<file path="src/rtl/checksum_pkg.sv">
// Shared width constants for the sign-magnitude multiply stage.
package checksum_pkg;

   localparam int CK_IN_W    = 17;
   localparam int CK_POLY_W  = 17;
   localparam int CK_SUM_W   = CK_IN_W + CK_POLY_W;
   localparam int CK_MAG_W   = CK_POLY_W - 1;
   localparam int CK_SIGN_IX = CK_POLY_W - 1;

   typedef logic [CK_SUM_W-1:0] ck_sum_t;

endpackage

</file>
<file path="src/rtl/checksum_smul.sv">
// Registered sign-magnitude multiplier: magnitude * data, then conditional two's-complement negate.
module checksum_smul
   import checksum_pkg::*;
#(
   parameter int IN_DATA_WIDTH = CK_IN_W,
   parameter int POLY_WIDTH    = CK_POLY_W,
   parameter int SUM_WIDTH     = CK_SUM_W
) (
   input  logic                     clk,
   input  logic                     reset,
   input  logic                     prod_en_i,
   input  logic                     result_en_i,
   input  logic [IN_DATA_WIDTH-1:0] data_i,
   input  logic [POLY_WIDTH-1:0]    poly_i,
   output logic [SUM_WIDTH-1:0]     result_o
);

   localparam int MAG_WIDTH = POLY_WIDTH - 1;

   logic [SUM_WIDTH-1:0] prod_d, prod_q;
   logic [SUM_WIDTH-1:0] result_d, result_q;
   logic                 sign_q;

   always_comb begin
      prod_d   = SUM_WIDTH'(poly_i[MAG_WIDTH-1:0]) * SUM_WIDTH'(data_i);
      // Negative zero negates to zero, so no special case is needed.
      result_d = sign_q ? (~prod_q + SUM_WIDTH'(1)) : prod_q;
   end

   always_ff @(posedge clk) begin
      if (!reset) begin
         prod_q   <= '0;
         sign_q   <= 1'b0;
         result_q <= '0;
      end else begin
         if (prod_en_i) begin
            prod_q <= prod_d;
            sign_q <= poly_i[POLY_WIDTH-1];
         end
         if (result_en_i) begin
            result_q <= result_d;
         end
      end
   end

   assign result_o = result_q;

endmodule

</file>
<file path="src/rtl/checksum_core.sv">
// Two-cycle-latency sign-magnitude multiply stage with a valid pipeline and no backpressure.
module checksum_core
   import checksum_pkg::*;
#(
   parameter int IN_DATA_WIDTH = CK_IN_W,
   parameter int POLY_WIDTH    = CK_POLY_W,
   parameter int SUM_WIDTH     = CK_SUM_W
) (
   input  logic                     clk,
   input  logic                     reset,
   input  logic                     in_data_vld,
   input  logic [IN_DATA_WIDTH-1:0] in_data,
   input  logic [POLY_WIDTH-1:0]    polynomial,
   output logic [SUM_WIDTH-1:0]     out_data,
   output logic                     out_data_vld
);

   logic [IN_DATA_WIDTH-1:0] data_q;
   logic [POLY_WIDTH-1:0]    poly_q;
   logic                     in_vld_q;
   logic                     prod_vld_q;
   logic                     out_vld_q;

   // Operand registers only load on valid beats so idle cycles leave the datapath untouched.
   always_ff @(posedge clk) begin
      if (!reset) begin
         data_q     <= '0;
         poly_q     <= '0;
         in_vld_q   <= 1'b0;
         prod_vld_q <= 1'b0;
         out_vld_q  <= 1'b0;
      end else begin
         if (in_data_vld) begin
            data_q <= in_data;
            poly_q <= polynomial;
         end
         in_vld_q   <= in_data_vld;
         prod_vld_q <= in_vld_q;
         out_vld_q  <= prod_vld_q;
      end
   end

   checksum_smul #(
      .IN_DATA_WIDTH (IN_DATA_WIDTH),
      .POLY_WIDTH    (POLY_WIDTH),
      .SUM_WIDTH     (SUM_WIDTH)
   ) u_smul (
      .clk         (clk),
      .reset       (reset),
      .prod_en_i   (in_vld_q),
      .result_en_i (prod_vld_q),
      .data_i      (data_q),
      .poly_i      (poly_q),
      .result_o    (out_data)
   );

   assign out_data_vld = out_vld_q;

endmodule

</file>
<file path="config.mk">
export PLATFORM = sky130hd
export DESIGN_NAME = checksum_core
export DESIGN_NICKNAME = d
export VERILOG_FILES = /design/src/rtl/checksum_pkg.sv /design/src/rtl/checksum_smul.sv /design/src/rtl/checksum_core.sv
export SDC_FILE = /design/constraint.sdc
export NUM_CORES = 1
export LEC_CHECK = 0
export BUFFER_PORTS_ARGS = -buffer_cell sky130_fd_sc_hd__buf_4
export CAP_MARGIN = 15
export CORE_AREA = 4 4 227 118
export DETAILED_ROUTE_END_ITERATION = 12
export DIE_AREA = 0 0 231 122
export HOLD_SLACK_MARGIN = 0.03
export PLACE_DENSITY = 0.83
export SLEW_MARGIN = 20
export SYNTH_ARGS = -nofsm -noshare
export SYNTH_HDL_FRONTEND = slang
export SYNTH_HIERARCHICAL = 1
export SYNTH_SLANG_ARGS = --single-unit
</file>
<file path="constraint.sdc">
create_clock -name clk -period 14.7 [get_ports clk]
set_clock_uncertainty 0.05 [all_clocks]
set_input_delay 1.47 -clock clk [delete_from_list [all_inputs] [get_ports clk]]
set_output_delay 1.47 -clock clk [all_outputs]
set_load 0.01 [all_outputs]
</file>
=== Yosys cells after proc, flatten, opt, wreduce, memory -nomap -nowiden ===
Cells that the tools add are included.

* Register bits: 105
* Input port bits: 37
* Output and inout port bits: 35
* Logic and storage cells: 12

* Add/subtract/negate cells: 1
* Multipliers: 1
* Multiplexer cells: 1
* Bitwise logic cells: 1

{| class="wikitable"
|+ Operator list
! cell !! number
|-
| 34-bit by 1-bit adder with 34-bit output (second input constant) || 1
|-
| 34-bit two-way mux || 1
|-
| 33-bit NOT with 34-bit output || 1
|-
| 16-bit by 17-bit multiplier with 33-bit output || 1
|}

=== Longest topological paths before layout ===
Gate-level depths: netlist (run 1).

* Depth after elaboration: 3
* Depth in mapped cells: 23

=== Hierarchy ===
The synthesis (run 1) kept the hierarchy.

{| class="wikitable"
|+ By module, submodules not included
! module !! instances !! cells an instance !! area each (um^2)
|-
| checksum_smul || 1 || 1357 || 12082.8
|-
| checksum_core || 1 || 115 || 1395.1
|}

=== Worst setup path after synthesis (run 1) ===
No wires, ideal clock.

* Kind: register to register
* Start: register poly_q[7]
* End: register u_smul.prod_q[30]
* Setup time: 0.117 ns
* Arrival: 5.867 ns
* Data required time: 14.533 ns
* Slack: 8.665 ns
* Stages on the path, launching flop included: 22
* Path buffers: 3
* Period minus slack after synthesis: 6.035 ns
* Cells stage by stage: dfxtp_1 -> clkbuf_1 -> clkbuf_1 -> nand2_1 -> fa_1 -> fa_1 -> inv_1 -> fa_1 -> fa_1 -> fa_1 -> inv_1 -> fa_1 -> inv_1 -> ha_1 -> clkbuf_1 -> and3_1 -> and2_1 -> nand2_1 -> a2111oi_2 -> o21ai_0 -> a21o_1 -> a32o_1

* Word-level cells in the longest chain between the ends: 1

{| class="wikitable"
|+ Ends and longest elaborated chain
! element !! line !! text
|-
| from (decl) || checksum_core.sv:19 || <nowiki>logic [POLY_WIDTH-1:0] poly_q;</nowiki>
|-
| from (signal assigned) || checksum_core.sv:35 || <nowiki>poly_q <= polynomial;</nowiki>
|-
| 16-bit by 17-bit multiplier with 33-bit output || checksum_smul.sv:25 || <nowiki>prod_d = SUM_WIDTH'(poly_i[MAG_WIDTH-1:0]) * SUM_WIDTH'(data_i);</nowiki>
|-
| to (signal assigned) || checksum_smul.sv:37 || <nowiki>prod_q <= prod_d;</nowiki>
|-
| to (decl) || checksum_smul.sv:20 || <nowiki>logic [SUM_WIDTH-1:0] prod_d, prod_q;</nowiki>
|}

Every way passes these cells.
A chain may end at the register's enable or synchronous reset.

=== Worst setup path after layout (run 1) ===
* Start: register data_q[8]
* End: register u_smul.prod_q[28]

* Word-level cells in the longest chain between the ends: 1

{| class="wikitable"
|+ Ends and longest elaborated chain
! element !! line !! text
|-
| from (decl) || checksum_core.sv:18 || <nowiki>logic [IN_DATA_WIDTH-1:0] data_q;</nowiki>
|-
| from (signal assigned) || checksum_core.sv:34 || <nowiki>data_q <= in_data;</nowiki>
|-
| 16-bit by 17-bit multiplier with 33-bit output || checksum_smul.sv:25 ||
|}

Every way passes these cells.

==> results.py, run 1 <==
metrics = {
    "timing": {
        "rsz0062_at_grt": "false",
        "setup_tns_ns": 0,
        "finalCriticalPeriod_ns": 6.89,
        "tightest_slew_ns": 1.11,
        "fin_hold_ws_ns": 0.434,
        "fmax_ghz": 0.145,
        "max-slew-margin-rel_pct": 25.3,
        "final_max_slew_viol_count": 0,
        "post-route-period-util_pct": 46.9,
        "setup_viol": 0,
        "hold_viol": 0,
    },
    "power": {
        "combPwrFrac_pct": 31.5,
        "p_total_uw": 924,
        "switchingPower_uw": 348,
        "p_int_uw": 576,
        "irDropWorstVdd_v": 0.0000694,
        "p_per_area_nw_per_um2": 64.0,
        "pwr-share-seq_pct": 37.3,
        "swShare_pct": 37.6,
        "power.clock.fraction_pct": 31.2,
        "p_leak_uw": 0.00725,
    },
    "clock_tree": {
        "ctsHoldBuffers": 0,
        "cts_setup_buffers": 0,
        "clkSinkCount": 105,
        "postCtsResizedCells": 0,
        "clk_latency_ns": 0.38,
        "clkTransAtPathRegs_ns": 0.08,
        "cts_root_buf": "clkbuf_16",
        "numCtsBuffers": 9,
        "cts_tree": "built",
        "htree_levels": 3,
        "ctsLongestPathBuffers": 2,
    },
    "finish": {
        "final_cell_mix": "231 x inv_1, 211 x nand2_1, 208 x fa_1",
        "final.fill_count": 2173,
        "final_common_cell": "inv_1",
        "antenna_cells": 0,
        "area_delta_synth_final_pct": 7.19,
        "finish.instance_area_um2": 14400,
        "drive_gt1_share_pct": 7.12,
        "final_nets": 1835,
    },
    "routing": {
        "routed_wl_um": 34900,
        "drc": 0,
        "wl_per_cell_um": 19.1,
        "vias": 10400,
        "first_pass_iters": 5,
        "drt_iter0_markers": 1111,
        "postRouteAntennaNets": 0,
        "viasPerCell": 5.66,
    },
    "placement": {
        "gp_congestion": 0.952,
        "placed_area_um2": 14100,
        "hpwlAfterDp_um": 27000,
        "portBuffers": 71,
    },
    "critical_path": {
        "cp-end-kind": "flip-flop",
        "arrival_ns": 7.10,
        "startpoint_type": "flip-flop",
        "critPathMaxFanout": 17,
        "path_class": "flip-flop to flip-flop",
        "worstPathRequired_ns": 14.91,
    },
    "yosys": {
        "syn_area_per_cell_um2": 9.16,
        "ys_ff_latch": 105,
        "syn_nets": 1823,
        "synthArstFlopShare_pct": 0,
        "yosysWarnings": 6,
        "ys.flop_type": "dfxtp_1",
        "synth-edff-count": 0,
        "synth.yosys.seq_area_share_pct": 15.6,
        "synthDistinctLibCells": 64,
        "syn_area_um2": 13500,
        "synthCells": 1472,
    },
    "floorplan": {
        "ioPinCount": 72,
        "rows": 41,
        "die_h_um": 122,
        "core-area_um2": 24800,
        "initial_utilization_pct": 54.3,
        "chipWidth_um": 231,
        "die-area_um2": 28200,
    },
    "global_route": {
        "grtUsageMet3_pct": 7.13,
        "overflow": 0,
        "grt.total_usage_pct": 25.4,
        "use_met1_pct": 37.1,
        "grt_max_degree": 101,
        "grt.busiest_layer": "met2",
        "antenna_found_initial": 0,
        "grt_pass1_vias": 10600,
        "grt_use_met2_pct": 38.0,
        "grt_pass1_wl_um": 56200,
    },
    "outcome": {
        "outcome": "completed",
    },
    "job": {
        "cap_viol_max_count": 0,
    },
    "min_path": {
        "worstHoldPathType": "flip-flop to flip-flop",
    },
}
==> cell families (layout without fill, tap and decap cells) <==
group                    Yosys count  in the layout  synth area share, %
flip-flops                       105            105                 15.6
AND/OR/NAND/NOR                  468            468                 17.9
AO/OA/AOI/OAI                    177            177                 9.44
XOR/XNOR                          56             56                 3.64
multiplexers                      49             49                 3.64
adder cells (fa/ha/maj)          314            314                 40.7
buffers and inverters            303            320                 9.07
==> registers in the layout (all words and copies together), names as in the netlist <==
name	flops
u_smul/sign_q	1
out_data_vld	1
u_smul/result_o	34
in_vld_q	1
u_smul/prod_q	33
poly_q	17
prod_vld_q	1
data_q	17
==> critical path, cell delays in order (launching register included) <==
cell,delay [ns]
dfxtp_1,0.91
nand2_1,0.18
fa_1,0.61
inv_1,0.06
fa_1,0.50
fa_1,0.60
fa_1,0.45
fa_1,0.55
inv_1,0.05
fa_1,0.53
inv_1,0.04
ha_1,0.34
and3_1,0.25
a311oi_1,0.57
a31oi_1,0.43
a311oi_1,0.41
xor2_1,0.17
o21ai_0,0.08
==> cell type report <==
cell class	instances	area, µm²	area share [%]
Clock buffer	9	225	1.56
Clock inverter	7	119	0.823
Inverter	231	867	6.00
Multi-Input combinational cell	1064	10200	70.3
Sequential cell	105	2100	14.6
Tap cell	344	430	2.98
Timing Repair Buffer	73	548	3.79
==> power groups by stage <==
stage	combinational [µW]	sequential (µW)	clock, µW
3_5_place_dp	284	349	0
6_report	291	345	288
3_3_place_gp	275	348	0
4_1_cts	288	343	294
2_1_floorplan	221	323	0
5_1_grt	323	348	302
==> cell usage after synthesis (3+ instances only) <==
cell,instances,share of area (%)
a311o_1,3,0.22
clkbuf_1,60,1.7
o21bai_1,5,0.28
or3_1,6,0.28
o31ai_1,8,0.45
a31oi_1,5,0.23
o211a_1,30,2.2
inv_1,231,6.4
and2_1,134,6.2
o41ai_1,3,0.19
buf_12,3,0.45
ha_1,106,9.8
xnor2_1,15,0.97
xor2_1,41,2.7
a211oi_1,3,0.17
a21boi_0,4,0.22
fa_1,208,31
and3_1,7,0.32
o211ai_1,7,0.39
nand4_1,7,0.32
dfxtp_1,105,16
a21oi_1,30,1.1
nor2_1,12,0.33
a311oi_1,4,0.26
mux2i_1,49,3.6
a21o_1,9,0.50
nor3_2,3,0.22
nand2_1,211,5.9
o21a_1,4,0.22
nand3_1,8,0.30
a41oi_1,4,0.26
nor3_1,6,0.22
o21ai_0,42,1.6
or4_4,3,0.25
nor2b_1,56,2.6
buf_1,3,0.084
==> layer usage <==
layer / routed length [µm] / vias to the layer above
li1: - / 4693
met1: 15700 / 5176
met2: 15300 / 457
met3: 3390 / 49
met4: 487 / 0
met5: 0 / -
==> per-stage QoR <==
stage	worst slack [ns]	cells	utilization, %
floorplan	8.67	1472	-
global placement	8.11	1817	56.8
detailed placement	8.02	1817	56.8
CTS	7.99	1833	58.2
global route	7.59	1833	58.2
finish	7.81	1833	58.2
==> final timing paths <==
check                 startpoint             endpoint  slack [ns]  cells past startpoint
min          u_smul/result_o[10]  u_smul/result_o[10]        0.43                      1
max                    data_q[8]    u_smul/prod_q[28]        7.81                     17
max reg2reg            data_q[8]    u_smul/prod_q[28]        7.81                     17
min reg2reg  u_smul/result_o[10]  u_smul/result_o[10]        0.43                      1
Power figures use the tool's default switching activity.
==> run 2: changes to the inputs <==
==> constraint.sdc (replaced) <==
create_clock -name clk -period 7 [get_ports clk]
set_clock_uncertainty 0.05 [all_clocks]
set_input_delay 0.7 -clock clk [delete_from_list [all_inputs] [get_ports clk]]
set_output_delay 0.7 -clock clk [all_outputs]
set_load 0.01 [all_outputs]
==> results.py, run 2 (synthesis gave the netlist of run 1 again) <==
metrics = {
    "power": {
        "combPwrFrac_pct": 32.5,
        "power.clock.fraction_pct": 30.7,
        "p_per_area_nw_per_um2": 134,
        "p_int_uw": 1220,
        "switchingPower_uw": 727,
        "swShare_pct": 37.3,
        "pwr-share-seq_pct": 36.8,
        "irDropWorstVdd_v": 0.000147,
        "p_leak_uw": 0.00733,
    },
    "routing": {
        "drc": 0,
        "viasPerCell": 5.72,
        "postRouteAntennaNets": 0,
        "drt_iter0_markers": 995,
        "routed_wl_um": 35800,
        "wl_per_cell_um": 19.4,
        "vias": 10600,
        "first_pass_iters": 6,
    },
    "clock_tree": {
        "htree_levels": 3,
        "cts_setup_buffers": 0,
        "ctsHoldBuffers": 0,
        "clkSinkCount": 105,
        "clk_latency_ns": 0.37,
        "numCtsBuffers": 9,
        "postCtsResizedCells": 0,
        "cts_tree": "built",
        "clkTransAtPathRegs_ns": 0.07,
        "cts_root_buf": "clkbuf_16",
        "ctsLongestPathBuffers": 2,
    },
    "timing": {
        "setup_tns_ns": 0,
        "post-route-period-util_pct": 96.5,
        "post-route-worst-setup-slack_ns": 0.244,
        "hold_viol": 0,
        "fin_hold_ws_ns": 0.433,
        "final_max_slew_viol_count": 0,
        "finalCriticalPeriod_ns": 6.76,
        "tightest_slew_ns": 1.01,
        "rsz0062_at_grt": "false",
        "setup_viol": 0,
        "fmax_ghz": 0.148,
        "max-slew-margin-rel_pct": 31.7,
    },
    "critical_path": {
        "cp-startpoint": "poly_q[6]",
        "r2r-start": "poly_q[6]",
        "r2r_setup_slack_ns": 0.24,
        "reg2regPathDepth": 18,
        "cp-end-kind": "flip-flop",
        "startpoint_type": "flip-flop",
        "reg2reg_to": "u_smul/prod_q[30]",
        "cp-endpoint": "u_smul/prod_q[30]",
        "critPathMaxFanout": 18,
        "arrival_ns": 6.97,
        "path_class": "flip-flop to flip-flop",
        "worstPathRequired_ns": 7.21,
    },
    "finish": {
        "seqCellArea_um2": 2120,
        "layout.cells.non_filler": 1847,
        "final_common_cell": "inv_1",
        "final_cell_mix": "231 x inv_1, 211 x nand2_1, 208 x fa_1",
        "final_nets": 1849,
        "antenna_cells": 0,
        "largest_reg_flops": 34,
        "area_delta_synth_final_pct": 8.03,
        "final.fill_count": 2153,
        "drive_gt1_share_pct": 8.85,
        "finish.utilization_pct": 58.6,
        "multiInputGateArea_um2": 10200,
    },
    "global_route": {
        "grt_pass1_vias": 10600,
        "antenna_found_initial": 0,
        "overflow": 0,
        "grt_pass1_wl_um": 57800,
        "grt.total_usage_pct": 26.1,
        "grt_max_degree": 101,
    },
    "floorplan": {
        "die-area_um2": 28200,
        "die_h_um": 122,
        "ioPinCount": 72,
        "core-area_um2": 24800,
        "chipWidth_um": 231,
        "initial_utilization_pct": 54.3,
        "rows": 41,
    },
    "placement": {
        "portBuffers": 71,
        "gp_congestion": 0.939,
        "hpwlAfterDp_um": 27800,
        "dp_slack_ns": 0.263,
        "placed_cells": 1831,
    },
    "outcome": {
        "outcome": "completed",
    },
    "min_path": {
        "worstHoldPathType": "flip-flop to flip-flop",
    },
    "job": {
        "cap_viol_max_count": 0,
    },
}
-- run 2: changes by cell type in the layout (fill, tap and decap cells not counted), sizes merged --
cell | previous run | this run
clkbuf | 9 | 10
inv | 235 | 234
buf | 73 | 87
-- run 2: worst min-delay path by stage --
stage                        startpoint                   to  slack, ns  cells past startpoint
floorplan             u_smul/prod_q[27]    u_smul/prod_q[27]       0.41                      2
global placement    u_smul/result_o[32]  u_smul/result_o[32]       0.41                      1
detailed placement   u_smul/result_o[3]   u_smul/result_o[3]       0.42                      1
CTS                 u_smul/result_o[30]  u_smul/result_o[30]       0.44                      1
global route        u_smul/result_o[31]  u_smul/result_o[31]       0.46                      1
finish              u_smul/result_o[30]  u_smul/result_o[30]       0.43                      1
-- run 2: layout make-up --
type                       instances  area share, %
clock buffer                      10           1.64
clock inverter                     6          0.662
inverter                         231           5.96
multi-input combinational       1064           69.7
sequential                       105           14.6
tap                              344           2.96
timing repair buffer              87           4.49
-- run 2: per-stage QoR --
| stage | instance area [µm²] | power [µW] |
|---|---|---|
| finish | 14600 | 1950 |
| global route | 14600 | 2060 |
| CTS | 14500 | 1940 |
| detailed placement | 14200 | 1340 |
| global placement | 14200 | 1320 |
| floorplan | 13500 | 1140 |
-- run 2: power groups by stage --
stage	logic [µW]	clock network [µW]	registers, µW
global route	704	632	722
global placement	600	0	721
finish	633	599	716
floorplan	465	0	678
CTS	626	607	712
detailed placement	617	0	725
-- run 2: routing by layer --
metal / up-vias / track usage [%] / share of wire, %
li1: 4706 / - / -
met1: 5256 / 39.5 / 46
met2: 530 / 38.4 / 42
met3: 80 / 6.00 / 9.4
met4: 0 / 5.40 / 2.1
met5: - / 0 / 0
-- run 2: worst max-delay path: stages, from the launching register on --
cell       delay [ns]
dfxtp_1          0.81
nand2_1          0.17
fa_1             0.57
inv_1            0.05
fa_1             0.51
fa_1             0.55
fa_1             0.45
fa_1             0.55
inv_1            0.05
fa_1             0.55
inv_1            0.05
ha_1             0.38
and3_1           0.32
and2_1           0.30
nand2_1          0.11
a2111oi_2        0.50
o21ai_0          0.22
a21o_1           0.22
a32o_1           0.24
==> run 3: changes to the inputs <==
--- a/config.mk
+++ b/config.mk
@@ -7,13 +7,13 @@
 export LEC_CHECK = 0
 export BUFFER_PORTS_ARGS = -buffer_cell sky130_fd_sc_hd__buf_4
 export CAP_MARGIN = 15
-export CORE_AREA = 4 4 227 118
+export CORE_AREA = 4 4 226 118
 export DETAILED_ROUTE_END_ITERATION = 12
-export DIE_AREA = 0 0 231 122
+export DIE_AREA = 0 0 230 122
+export GPL_TIMING_DRIVEN = 1
 export HOLD_SLACK_MARGIN = 0.03
 export PLACE_DENSITY = 0.83
 export SLEW_MARGIN = 20
 export SYNTH_ARGS = -nofsm -noshare
 export SYNTH_HDL_FRONTEND = slang
-export SYNTH_HIERARCHICAL = 1
 export SYNTH_SLANG_ARGS = --single-unit
==> results.py, run 3 <==
metrics = {
    "clock_tree": {
        "postCtsResizedCells": 0,
        "clkSinkCount": 105,
        "ctsLongestPathBuffers": 2,
        "ctsHoldBuffers": 0,
        "cts_tree": "built",
        "htree_levels": 3,
        "cts_setup_buffers": 0,
        "clk_latency_ns": 0.37,
        "cts_root_buf": "clkbuf_16",
        "clkTransAtPathRegs_ns": 0.08,
        "numCtsBuffers": 9,
    },
    "floorplan": {
        "rows": 41,
        "ioPinCount": 72,
        "die_h_um": 122,
        "chipWidth_um": 230,
        "core-area_um2": 24700,
        "initial_utilization_pct": 54.2,
        "die-area_um2": 28100,
    },
    "finish": {
        "final_common_cell": "inv_1",
        "final_cell_mix": "229 x inv_1, 225 x nand2_1, 208 x fa_1",
        "final_nets": 1850,
        "antenna_cells": 0,
        "drive_gt1_share_pct": 7.91,
        "seqCellArea_um2": 2120,
        "layout.cells.non_filler": 1848,
        "final.fill_count": 2157,
        "area_delta_synth_final_pct": 7.98,
        "largest_reg_flops": 34,
        "multiInputGateArea_um2": 10200,
        "finish.instance_area_um2": 14500,
    },
    "power": {
        "combPwrFrac_pct": 32.9,
        "p_int_uw": 1150,
        "pwr-share-seq_pct": 38.2,
        "irDropWorstVdd_v": 0.000138,
        "swShare_pct": 39.1,
        "p_leak_uw": 0.00733,
        "switchingPower_uw": 737,
        "power.clock.fraction_pct": 28.9,
        "p_per_area_nw_per_um2": 130,
    },
    "placement": {
        "gp_congestion": 0.909,
        "placed_area_um2": 14200,
        "hpwlAfterDp_um": 26200,
        "portBuffers": 71,
        "placed_cells": 1832,
    },
    "yosys": {
        "synth_most_common_cell": "inv_1",
        "syn_area_per_cell_um2": 9.03,
        "yosys.area.top_type_share_pct": 31.1,
        "synth.yosys.seq_area_share_pct": 15.7,
        "syn_area_um2": 13400,
        "synth-edff-count": 0,
        "synthDistinctLibCells": 55,
        "netlist_top_cells_count": "229 x inv_1, 225 x nand2_1, 208 x fa_1, 131 x and2_1, 106 x ha_1",
        "yosysWarnings": 0,
        "synthCells": 1484,
        "ys_top_cells_by_area": "fa_1 31%, dfxtp_1 16%, ha_1 9.9%, inv_1 6.4%, nand2_1 6.3%",
        "syn_nets": 1835,
        "ys_ff_latch": 105,
        "synthArstFlopShare_pct": 0,
        "yosys.area.top_type": "fa_1",
        "ys.flop_type": "dfxtp_1",
    },
    "routing": {
        "drc": 0,
        "first_pass_iters": 5,
        "routed_wl_um": 32900,
        "wl_per_cell_um": 17.8,
        "vias": 10300,
        "postRouteAntennaNets": 0,
        "drt_iter0_markers": 804,
        "viasPerCell": 5.57,
    },
    "critical_path": {
        "path_buf_inv": 3,
        "path_common_cell": "fa_1",
        "reg2reg_to": "u_smul.prod_q[27]",
        "arrival_ns": 7.03,
        "cp-startpoint": "data_q[2]",
        "worstPathRequired_ns": 7.21,
        "cp-endpoint": "u_smul.prod_q[27]",
        "crit_cells": 18,
        "cpPeakStageDelay_ns": 0.94,
        "path_cells": "nand2_1 > fa_1 > fa_1 > inv_1 > fa_1 > fa_1 > fa_1 > inv_1 > fa_1 > inv_1 > ha_1 > nand3_1 > nor3_1 > nand2_1 > a21oi_1 > nor2_1 > o2111a_1 > a221o_1",
        "startpoint_type": "flip-flop",
        "r2r_setup_slack_ns": 0.18,
        "r2r-start": "data_q[2]",
        "reg2regPathDepth": 18,
        "cp-end-kind": "flip-flop",
        "crit_family": "adder cells",
        "path_class": "flip-flop to flip-flop",
        "cpMaxStageDelayCell": "dfxtp_1",
        "critPathMaxFanout": 17,
    },
    "global_route": {
        "grt_max_degree": 93,
        "overflow": 0,
        "antenna_found_initial": 0,
        "grt_pass1_vias": 10500,
        "grt.total_usage_pct": 24.2,
        "grt_pass1_wl_um": 54300,
    },
    "min_path": {
        "min_from": "u_smul.result_o[33]",
        "worstHoldPathType": "flip-flop to flip-flop",
    },
    "timing": {
        "setup_viol": 0,
        "max-slew-margin-rel_pct": 27.5,
        "fmax_ghz": 0.147,
        "finalCriticalPeriod_ns": 6.82,
        "setup_tns_ns": 0,
        "tightest_slew_ns": 1.08,
        "rsz0062_at_grt": "false",
        "final_max_slew_viol_count": 0,
        "hold_viol": 0,
        "post-route-period-util_pct": 97.4,
    },
    "outcome": {
        "outcome": "completed",
    },
    "job": {
        "cap_viol_max_count": 0,
    },
}
[run 3: changes by cell type in the layout (fill, tap and decap cells not counted), moves of 5 or more]
cell / change
o21ai_1: +13
dfxtp_2: -5
o21ai_0: -18
nand2_1: +14
nor2_1: +6
a21oi_1: +5
buf_4: -6
[run 3: cells by family (layout without fill, tap and decap cells)]
kind of cell	count (synthesis)	in the layout	share of synthesized area, %
XOR/XNOR	60	60	3.92
AO/OA/AOI/OAI	173	173	9.28
adder cells (fa/ha/maj)	314	314	41.0
flip-flops	105	105	15.7
AND/OR/NAND/NOR	476	476	17.9
buffers and inverters	306	326	8.57
multiplexers	50	50	3.73
[run 3: worst reg2reg max path, delay by kind of cell, from the launching register on]
| kind | cells | cell delay [ns] |
|---|---|---|
| AOI/OAI and AO/OA | 3 | 0.89 |
| buffers and inverters | 3 | 0.17 |
| DFF | 1 | 0.94 |
| and+or+nand+nor | 5 | 1.22 |
| adders and majority gates | 7 | 3.45 |
[run 3: final cells by class]
class	count	area share, %
multi-input combinational	1073	70.2
clock inverter	7	0.545
timing repair buffer	81	4.20
sequential	105	14.6
inverter	229	5.94
tap	344	2.97
clock buffer	9	1.56
[run 3: routing by layer]
layer	up-vias	GRT usage, %	wire length (µm)
met1	5157	35.5	15000
met2	404	37.8	14900
li1	4695	-	-
met3	33	4.30	2600
met5	-	0	0
met4	0	5.43	435
[run 3: how the worst min path moves through the flow]
stage	end	slack, ns	depth (start not counted)
after global placement	u_smul.result_o[17]	0.41	1
after detailed placement	u_smul.prod_q[29]	0.42	2
final	u_smul.result_o[33]	0.43	2
after CTS	u_smul.result_o[33]	0.43	2
after global routing	u_smul.result_o[33]	0.45	2
after floorplan	u_smul.prod_q[29]	0.40	2
[run 3: power by group through the flow]
stage          combinational (µW)  sequential [µW]  clock (µW)
5_1_grt                       697              727         572
2_1_floorplan                 472              677           0
4_1_cts                       620              716         553
6_report                      619              721         545
3_3_place_gp                  593              726           0
3_5_place_dp                  613              729           0
[run 3: stage by stage]
stage,utilization [%],hold slack (ns),worst slack [ns],power (µW)
detailed placement,57.2,0.420,0.301,1340
global route,58.5,0.454,0.00962,2000
floorplan,-,0.399,1.14,1150
global placement,57.2,0.413,0.462,1320
CTS,58.5,0.432,0.260,1890
finish,58.5,0.433,0.179,1890
